==> src/rtl/nes_pkg.sv <==
// Shared types and constants for the NES controller reader.
package nes_pkg;

  typedef enum logic [2:0] {
    IDLE,
    LATCH,
    PULSE_HI,
    PULSE_LO,
    DONE
  } nes_state_e;

  localparam int BTN_A      = 0;
  localparam int BTN_B      = 1;
  localparam int BTN_SELECT = 2;
  localparam int BTN_START  = 3;
  localparam int BTN_UP     = 4;
  localparam int BTN_DOWN   = 5;
  localparam int BTN_LEFT   = 6;
  localparam int BTN_RIGHT  = 7;

  localparam int LATCH_TICKS = 2;

endpackage

==> src/rtl/nes_tick_gen.sv <==
// Protocol tick generator: one-clk enable every TICK_DIV clk cycles.
module nes_tick_gen #(
  parameter int TICK_DIV = 300
) (
  input  logic clk,
  input  logic reset,
  output logic tick
);

  localparam int CW = $clog2(TICK_DIV);

  logic [CW-1:0] cnt_q, cnt_d;

  always_comb begin
    tick  = (cnt_q == CW'(TICK_DIV - 1));
    cnt_d = tick ? '0 : cnt_q + CW'(1);
  end

  always_ff @(posedge clk or negedge reset) begin
    if (!reset) cnt_q <= '0;
    else        cnt_q <= cnt_d;
  end

endmodule

==> src/rtl/nes_reader.sv <==
// NES controller serial reader: latch, clock out 8 bits, publish active-high buttons.
// Optional NES_READER_DEBOUNCE_EN: publish only when two consecutive frames agree.
//
// state    | meaning
// IDLE     | wait POLL_TICKS ticks between frames
// LATCH    | latch strobe high for LATCH_TICKS ticks, sample bit 0 at the end
// PULSE_HI | shift clock high one tick, sample bit[idx] at the end
// PULSE_LO | shift clock low one tick, advance idx or finish
// DONE     | one clk: publish frame and strobe valid
module nes_reader
  import nes_pkg::*;
#(
  parameter int TICK_DIV   = 300,
  parameter int POLL_TICKS = 2778
) (
  input  logic       clk,
  input  logic       reset,
  input  logic       nes_data,
  output logic       nes_latch,
  output logic       nes_pulse,
  output logic [7:0] buttons,
  output logic       valid
);

  localparam int IW = $clog2(POLL_TICKS + 1);

  logic          tick;
  logic          sync1_q, sync2_q;
  nes_state_e    state_q, state_d;
  logic [IW-1:0] idle_cnt_q, idle_cnt_d;
  logic [1:0]    lat_cnt_q, lat_cnt_d;
  logic [2:0]    idx_q, idx_d;
  logic [7:0]    shift_q, shift_d;
  logic [7:0]    buttons_q, buttons_d;
  logic          valid_q, valid_d;
  logic          latch_q, latch_d;
  logic          pulse_q, pulse_d;
`ifdef NES_READER_DEBOUNCE_EN
  logic [7:0]    prev_q, prev_d;
`endif

  nes_tick_gen #(
    .TICK_DIV(TICK_DIV)
  ) u_tick_gen (
    .clk  (clk),
    .reset(reset),
    .tick (tick)
  );

  always_comb begin
    state_d    = state_q;
    idle_cnt_d = idle_cnt_q;
    lat_cnt_d  = lat_cnt_q;
    idx_d      = idx_q;
    shift_d    = shift_q;
    buttons_d  = buttons_q;
    valid_d    = 1'b0;
`ifdef NES_READER_DEBOUNCE_EN
    prev_d     = prev_q;
`endif
    case (state_q)
      IDLE: begin
        if (tick) begin
          if (idle_cnt_q == IW'(POLL_TICKS - 1)) begin
            idle_cnt_d = '0;
            state_d    = LATCH;
          end else begin
            idle_cnt_d = idle_cnt_q + IW'(1);
          end
        end
      end
      LATCH: begin
        if (tick) begin
          if (lat_cnt_q == 2'(LATCH_TICKS - 1)) begin
            lat_cnt_d        = '0;
            shift_d[BTN_A]   = ~sync2_q;
            idx_d            = 3'd1;
            state_d          = PULSE_HI;
          end else begin
            lat_cnt_d = lat_cnt_q + 2'd1;
          end
        end
      end
      PULSE_HI: begin
        if (tick) begin
          shift_d[idx_q] = ~sync2_q;
          state_d        = PULSE_LO;
        end
      end
      PULSE_LO: begin
        if (tick) begin
          if (idx_q == 3'd7) begin
            state_d = DONE;
          end else begin
            idx_d   = idx_q + 3'd1;
            state_d = PULSE_HI;
          end
        end
      end
      DONE: begin
`ifdef NES_READER_DEBOUNCE_EN
        if (shift_q == prev_q) begin
          buttons_d = shift_q;
          valid_d   = 1'b1;
        end
        prev_d = shift_q;
`else
        buttons_d = shift_q;
        valid_d   = 1'b1;
`endif
        state_d = IDLE;
      end
      default: state_d = IDLE;
    endcase
    // Strobes are decoded from the next state so they leave a flop cleanly.
    latch_d = (state_d == LATCH);
    pulse_d = (state_d == PULSE_HI);
  end

  always_ff @(posedge clk or negedge reset) begin
    if (!reset) begin
      sync1_q    <= 1'b1;
      sync2_q    <= 1'b1;
      state_q    <= IDLE;
      idle_cnt_q <= '0;
      lat_cnt_q  <= '0;
      idx_q      <= '0;
      shift_q    <= '0;
      buttons_q  <= '0;
      valid_q    <= 1'b0;
      latch_q    <= 1'b0;
      pulse_q    <= 1'b0;
`ifdef NES_READER_DEBOUNCE_EN
      prev_q     <= '0;
`endif
    end else begin
      sync1_q    <= nes_data;
      sync2_q    <= sync1_q;
      state_q    <= state_d;
      idle_cnt_q <= idle_cnt_d;
      lat_cnt_q  <= lat_cnt_d;
      idx_q      <= idx_d;
      shift_q    <= shift_d;
      buttons_q  <= buttons_d;
      valid_q    <= valid_d;
      latch_q    <= latch_d;
      pulse_q    <= pulse_d;
`ifdef NES_READER_DEBOUNCE_EN
      prev_q     <= prev_d;
`endif
    end
  end

  assign nes_latch = latch_q;
  assign nes_pulse = pulse_q;
  assign buttons   = buttons_q;
  assign valid     = valid_q;

endmodule

==> config.mk <==
export PLATFORM = sky130hd
export DESIGN_NAME = nes_reader
export DESIGN_NICKNAME = d
export VERILOG_FILES = /design/src/rtl/nes_pkg.sv /design/src/rtl/nes_tick_gen.sv /design/src/rtl/nes_reader.sv
export SDC_FILE = /design/constraint.sdc
export NUM_CORES = 1
export LEC_CHECK = 0
export CAP_MARGIN = 10
export CORE_MARGIN = 10
export CORE_UTILIZATION = 46
export CTS_CLUSTER_DIAMETER = 150
export DETAILED_ROUTE_END_ITERATION = 16
export PLACE_DENSITY = 0.74
export SYNTH_ARGS = -nofsm -noshare
export SYNTH_HDL_FRONTEND = slang
export SYNTH_SLANG_ARGS = --single-unit
==> constraint.sdc <==
create_clock -name clk -period 4.3 [get_ports clk]
set_input_delay 0.645 -clock clk [delete_from_list [all_inputs] [get_ports clk]]
set_output_delay 0.645 -clock clk [all_outputs]
set_load 0.01 [all_outputs]
Word-level counts from Yosys, hierarchy flattened
Index checks and enable logic that the tools add are counted.
Storage, ports and cells
  register bits: 50
  bits in latches: 0
  RAM bits: 0
  memory bits (read-only): 0
  logic and storage cells: 68
  memories: 0
Operators by class
  $add $sub $neg: 4
  multiply operators: 0
  divide/modulo/power cells: 0
  magnitude comparators: 2
  equality and inequality tests: 15
  shift operators: 0
  mux-type cells: 24
  bitwise gates (word level): 1
  reductions and logical operators: 9
Operators with widths (number)
  $mux 3: 11
  $add 12x1->12 const B: 1
  $eq 12x12->1 const B: 1
  $mux 12: 1
  $pmux 3 s4: 1
  $ne 2x2->1 const B: 5
  $add 9x1->9 const B: 1
  $eq 3x2->1 const B: 3
  $eq 9x9->1 const B: 1
  $mux 9: 1
  $bwmux 8: 1
  $eq 3x1->1 const B: 2
  $eq 3x3->1 const B: 2
  $pmux 3 s2: 1
  $reduce_and 2->1: 3
  $mux 1: 5
  $reduce_and 5->1: 1
  $lt 3x4->1 const B: 1
  $reduce_and 4->1: 1
  $reduce_bool 2->1: 2
  $add 3x1->3 const B: 1
  $demux 1 s3: 1
  $ge 3x1->1 const B: 1
  $logic_not 3->1: 1
  other kinds (6): 6

Longest topological paths before layout
Gate-level depths: netlist of run 1.
  depth after elaboration: 7
  gate-level depth with buffers: 7
  depth with buffers taken out: 6

By module
From an unflattened synthesis of run 1, not the netlist that was laid out.
Unflattened totals
  cells, all modules: 224
  area total of the unflattened synthesis: 2426.1 µm²
Modules (own cells, without submodules)
  nes_reader: instances 1, cells each 183, area an instance 1969.4 µm²
  nes_tick_gen: instances 1, cells each 41, area an instance 456.7 µm²

Worst setup path after synthesis of run 1
No wires, ideal clock.
  kind: register to register
  start point: register u_tick_gen.cnt_q[0]
  end point: register idx_q[0]
  data arrival time: 1.601 ns
  required time: 4.175 ns
  setup slack: 2.574 ns
  stages on the path, launching flop included: 8
  buffers on the path: 2
  period minus slack after synthesis: 1.726 ns
  path through: dfrtp_1 ha_1 and4b_1 clkbuf_2 and2_1 buf_6 nand3_4 mux2_4
Between the ends
  word-level cells in the longest chain between the ends: 3
  elaborated cells between the ends (all ways): 4
RTL lines
  start, declared: line nes_tick_gen.sv:12  | logic [CW-1:0] cnt_q, cnt_d;
  start signal, assigned: line nes_tick_gen.sv:21  | else cnt_q <= cnt_d;
  $eq 9x9->1 (*): line nes_tick_gen.sv:15  | tick = (cnt_q == CW'(TICK_DIV - 1));
  $ne 2x2->1 (no source line)
  $reduce_and 5->1 (no source line) (*)
  end signal, assigned: line nes_reader.sv:142  | idx_q <= idx_d;
  end, declared: line nes_reader.sv:32  | logic [2:0] idx_q, idx_d;
Every way passes the cells marked *; elsewhere a longest branch is shown, timed or not.
A chain may end at the register's enable or synchronous reset.

Worst setup path in the final report of run 1
  start point: register u_tick_gen.cnt_q[4]
  end point: register idx_q[0]
Same word-level chain as after synthesis.

==> out/results.ini, run 1 <==
[timing]
fin_crit_sh_pct=45.7
drv_slew=0
final.setup.tns_ps=0
setup_viol=0
max_freq_ghz=0.509
grt_setup_unrepaired=no
worst_slew_pin_slew_ps=1090
fin_worst_hold_slack_ps=359
relSlewSlack_pct=27.5
fin_crit_ps=1960
hold_viol=0
final.setup_skew_ps=5.25

[finish]
nFillCells=481
drive_gt1_share_pct=15.5
final_cells=302
fin_util_pct=53.1
final_cell_mix=dfrtp_1 (48), inv_1 (13), clkdlybuf4s50_1 (12)
fin_nets=239
antenna_cells=0
final_cell_area_sq_mm=0.00276
area_growth_pct=9.52
final_common_cell=dfrtp_1

[placement]
port_buffers=13
placed_area_sq_mm=0.00265
post-dp-hpwl_mm=3.13
gp_congestion=0.838
dp_cells=294

[clock_network]
clk_pin_slew_ps=90
clock_path_buffers=2
cts_htree_levels=2
cts_root_buf=clkbuf_8
cts.sinks=50
cts_tree=built
clkLatencyLatePin_ps=300
cts_inserted_buffers=5
cts_setup_buffers=0
hold_buffers=0
cts_resized=0

[floorplan]
start_util_pct=48.5
die_x_um=94.1
num_rows=26
core_sq_mm=0.00520
dieArea_sq_mm=0.00885
top_level_ports=14
die_h_um=94.1

[logic_synthesis]
syn_area_sq_mm=0.00252
synth.area.top_cells=dfrtp_1 (48%), mux2i_1 (3.6%), mux2_2 (3.6%), ha_1 (2.5%), xor2_1 (2.4%)
synth_nets=230
syn_area_per_cell_sq_um=11.4
yosys.area.top_type=dfrtp_1
synth_top_cell_area_share_pct=47.6
synth.ff_latch_count=50
yosys_warnings=0
async_flop_share_pct=100
yosys_most_used_dff=dfrtp_1
ys_types=52
seq_area_frac_synth_pct=49.7
synth_edf_count=0
synth_cells=222

[grt]
grt_use_total_pct=10.8
overflow=0
antenna_found_initial=0
grt_pass1_wl_mm=7.80
grt_pass1_vias=1725
grt_max_degree=51

[power_and_ir_drop]
pwr-share-seq_pct=58.6
ir_worst_vdd_uv=147
p_sw_uw=161
pwr-share-comb_pct=1.2
p_sw_share_pct=19.9
power_frac_clock_pct=40.2
power_leakage_nw=1.20
power_density_mw_per_mm2=292
internal-power_uw=646

[worst_setup_path]
cp-start-kind=flip-flop
critPathKind=reg -> reg
required_ps=4490
cp-end-kind=flip-flop
critPathArrivalTime_ps=2150
crit_path_max_fanout=9

[drt]
drc_errors=0
routed_wl_mm=4.40
wl_per_cell_um=14.6
num_vias=1623
dr.first_iter.drc_count=48
drt-pass1-iter-count=4
viasPerCell=5.37
ant_nets=0

[job]
drv_cap=0

[min_path]
hold_path_class=reg -> reg

[status]
status=completed

[per-layer routing]
metal  track usage [%]  wire length (um)  vias up
li1                  -                 -      809
met1              13.1              2060      791
met2              17.7              2150       19
met3              3.84               160        4
met4              3.04                34        0
met5                 0                 0        -
[critical path: stages, from the launching register on]
cell and delay [ps]:
dfrtp_1 450, nor4b_4 490, and2_1 430, nand3_4 150, mux2_4 320
[per-stage QoR]
stage	total power, mW	setup slack [ps]
final	0.807	2340
after floorplan	0.482	2570
after global placement	0.493	2380
after detailed placement	0.493	2320
after global routing	0.840	2200
after CTS	0.821	2310
[final timing paths]
check | to | slack, ps | start | depth (start not counted)
worst max-delay path | idx_q[0] | 2340 | u_tick_gen.cnt_q[4] | 4
min in group asynchronous | idle_cnt_q[10] | 540 | reset | 1
max in group asynchronous | valid | 3090 | reset | 1
worst min-delay path | sync2_q | 360 | sync1_q | 0
worst min register to register | sync2_q | 360 | sync1_q | 0
worst max register to register | idx_q[0] | 2340 | u_tick_gen.cnt_q[4] | 4
[kinds of logic after synthesis]
| logic type | count (synthesis) | synth area share, % |
|---|---|---|
| compound gates | 31 | 7.84 |
| xor+xnor | 10 | 3.47 |
| fa+ha+maj | 5 | 2.48 |
| buf+inv | 25 | 5.51 |
| flops | 50 | 49.7 |
| mux | 20 | 8.93 |
| simple gates | 81 | 22.1 |
[Yosys cell counts (all sizes together) (3+ instances only)]
| cell type | number |
|---|---|
| o21ai | 9 |
| nor3 | 10 |
| nand4 | 4 |
| and3 | 6 |
| clkbuf | 6 |
| dfrtp | 48 |
| inv | 13 |
| nand2 | 8 |
| nor4 | 7 |
| buf | 6 |
| nor2b | 3 |
| xnor2 | 3 |
| nor3b | 3 |
| nand3 | 12 |
| nor2 | 9 |
| a22o | 6 |
| and2 | 4 |
| a21oi | 8 |
| ha | 5 |
| mux2i | 9 |
| mux2 | 11 |
| xor2 | 7 |
[sequential cells by signal, summed over array words and instances, names as in the netlist]
name,count
state_q,3
shift_q,8
lat_cnt_q,2
nes_latch,1
valid,1
nes_pulse,1
sync1_q,1
idle_cnt_q,12
sync2_q,1
idx_q,3
buttons,8
u_tick_gen.cnt_q,9
[layout make-up]
cell class | instances | area (sq um) | area share (%)
clock buffer | 6 | 72.6 | 2.63
timing repair buffer | 14 | 133 | 4.80
tap | 70 | 87.6 | 3.17
multi-input combinational | 147 | 1130 | 40.9
sequential | 50 | 1250 | 45.4
inverter | 13 | 48.8 | 1.77
clock inverter | 2 | 37.5 | 1.36
[power groups by stage]
stage	Combinational (mW)	Clock (mW)	Sequential [mW]
3_3_place_gp	0.0108	0	0.482
2_1_floorplan	0.00107	0	0.481
6_report	0.0100	0.324	0.473
4_1_cts	0.0109	0.337	0.473
3_5_place_dp	0.0108	0	0.482
5_1_grt	0.0120	0.355	0.473
Note: power is estimated with default switching activity, not from simulation.
==> run 2, diff against run 1 <==
Settings changed: PLACE_DENSITY 0.74 to 0.76.
Clock period 4.3 ns to 1.76 ns, I/O delays scaled along.
==> out/results.ini, run 2 (synthesis results as in run 1) <==
[drt]
wl_per_cell_um=14.6  ; +0.26%
ant_nets=0  ; unchanged
num_vias=1794  ; +11%
dr.first_iter.drc_count=86  ; +79%
routed_wl_mm=4.83  ; +9.9%
drt-pass1-iter-count=4  ; unchanged
drc_errors=0  ; unchanged
viasPerCell=5.42  ; +0.85%

[timing]
setup_ws_ps=88.1  ; -2250 ps
final.setup.tns_ps=0  ; unchanged
worst_slew_pin_slew_ps=434  ; -653 ps
final.setup_skew_ps=6.74  ; +1.49 ps
drv_slew=0  ; unchanged
max_freq_ghz=0.598  ; +17%
setup_viol=0  ; unchanged
fin_crit_sh_pct=95.0  ; +49 points
relSlewSlack_pct=71.1  ; +44 points
fin_crit_ps=1670  ; -291 ps
hold_viol=0  ; unchanged
fin_worst_hold_slack_ps=352  ; -6.60 ps

[worst_setup_path]
path_cells=inv_1 > ha_1 > nor4bb_2 > and3_1 > buf_4 > o21ai_0 > a22o_1
cpLargestDelayFamily=simple AND/OR/NAND/NOR gates
r2r_setup_slack_ps=90  ; -2250 ps
cpMaxStageDelayCell=dfrtp_1
slowest_delay_ps=410  ; -80 ps
cp-end-kind=flip-flop
path_buf_inv=2  ; +2
required_ps=1960  ; -2530 ps
crit_cells=7  ; +3
r2r_end=idle_cnt_q[7]
cp-start-kind=flip-flop
rr_worst_depth=7  ; +3
crit_path_max_fanout=4  ; -5
r2r-start=idle_cnt_q[1]
critPathArrivalTime_ps=1870  ; -280 ps
critPathKind=reg -> reg

[clock_network]
cts_tree=built
clk_pin_slew_ps=90  ; about the same
cts_htree_levels=2  ; unchanged
cts_root_buf=clkbuf_8
cts_inserted_buffers=5  ; unchanged
cts.sinks=50  ; unchanged
clkLatencyLatePin_ps=310  ; about the same
clock_path_buffers=2  ; unchanged

[placement]
gp_congestion=0.830  ; -0.97%
post-dp-hpwl_mm=3.49  ; +12%
dp_cells=315  ; +7.1%
pre_cts_slack_ps=23.8  ; -2300 ps
placed_area_sq_mm=0.00281  ; +5.9%
port_buffers=13  ; unchanged

[finish]
fin_util_pct=57.8  ; +4.8 points
fin_nets=268  ; +12%
final_common_cell=dfrtp_1
drive_gt1_share_pct=27.2  ; +12 points
final_cells=331  ; +9.6%
final_cell_mix=dfrtp_1 (48), buf_4 (27), inv_1 (13)
final_cell_area_sq_mm=0.00301  ; +9.0%
regMostFlops=idle_cnt_q
area_growth_pct=19.3
reg_top3=idle_cnt_q x12, u_tick_gen.cnt_q x9
largest_register_ffs=12  ; unchanged
antenna_cells=0  ; unchanged

[grt]
overflow=0  ; unchanged
grt_pass1_wl_mm=8.06  ; +3.4%
grt_max_degree=21  ; -59%
grt_use_total_pct=11.3  ; +0.48 points
grt_pass1_vias=1731  ; +0.35%
antenna_found_initial=0  ; unchanged

[min_path]
hold_path_class=in -> reg
min_path_cells=1  ; +1
hold_path_end=sync1_q
min-delay-start=nes_data

[power_and_ir_drop]
power_mw=1.87  ; +130%
ir_worst_vdd_uv=440  ; +200%
power_leakage_nw=1.36  ; +13%
power_density_mw_per_mm2=621  ; +110%

[floorplan]
top_level_ports=14  ; unchanged
dieArea_sq_mm=0.00885  ; unchanged
die_h_um=94.1  ; unchanged
start_util_pct=48.5  ; unchanged
core_sq_mm=0.00520  ; unchanged
num_rows=26  ; unchanged
die_x_um=94.1  ; unchanged

[job]
drv_cap=0  ; unchanged

[status]
status=completed

==> run 2: metal layers <==
| layer | GRT usage [%] | share of wire [%] | up-vias |
|---|---|---|---|
| met4 | 4.81 | 1.8 | 0 |
| met3 | 3.28 | 5.6 | 9 |
| li1 | - | - | 874 |
| met1 | 14.1 | 44 | 868 |
| met5 | 0 | 0 | - |
| met2 | 17.7 | 49 | 43 |
==> run 2: layout make-up <==
| type | count | area (sq um) |
|---|---|---|
| fill | 439 | 2190 |
| sequential | 50 | 1250 |
| multi-input combinational | 149 | 1190 |
| timing repair buffer | 41 | 338 |
| tap | 70 | 87.6 |
| clock buffer | 5 | 68.8 |
| inverter | 13 | 48.8 |
| clock inverter | 3 | 25.0 |
==> run 2: where the power goes <==
part	internal [mW]	switching, mW
clock network	0.287	0.396
registers	1.15	0.00277
logic	0.00888	0.0226
==> run 2: how the worst max path moves through the flow <==
stage                                    from            end
final                           idle_cnt_q[1]  idle_cnt_q[7]
after detailed placement  u_tick_gen.cnt_q[0]     shift_q[7]
after floorplan           u_tick_gen.cnt_q[0]       idx_q[0]
after global routing            idle_cnt_q[1]  idle_cnt_q[4]
after CTS                 u_tick_gen.cnt_q[0]      nes_latch
after global placement    u_tick_gen.cnt_q[0]     state_q[1]
==> run 2: repair_timing <==
item | in CTS | in global routing
buffers inserted | 0 | 5
pin swaps | 0 | 3
endpoints found under the hold margin | 15 | 0
hold buffers | 1 | 0
endpoints found under the setup margin | 2 | 15
gates cloned | 0 | 2
resized for setup | 1 | 10
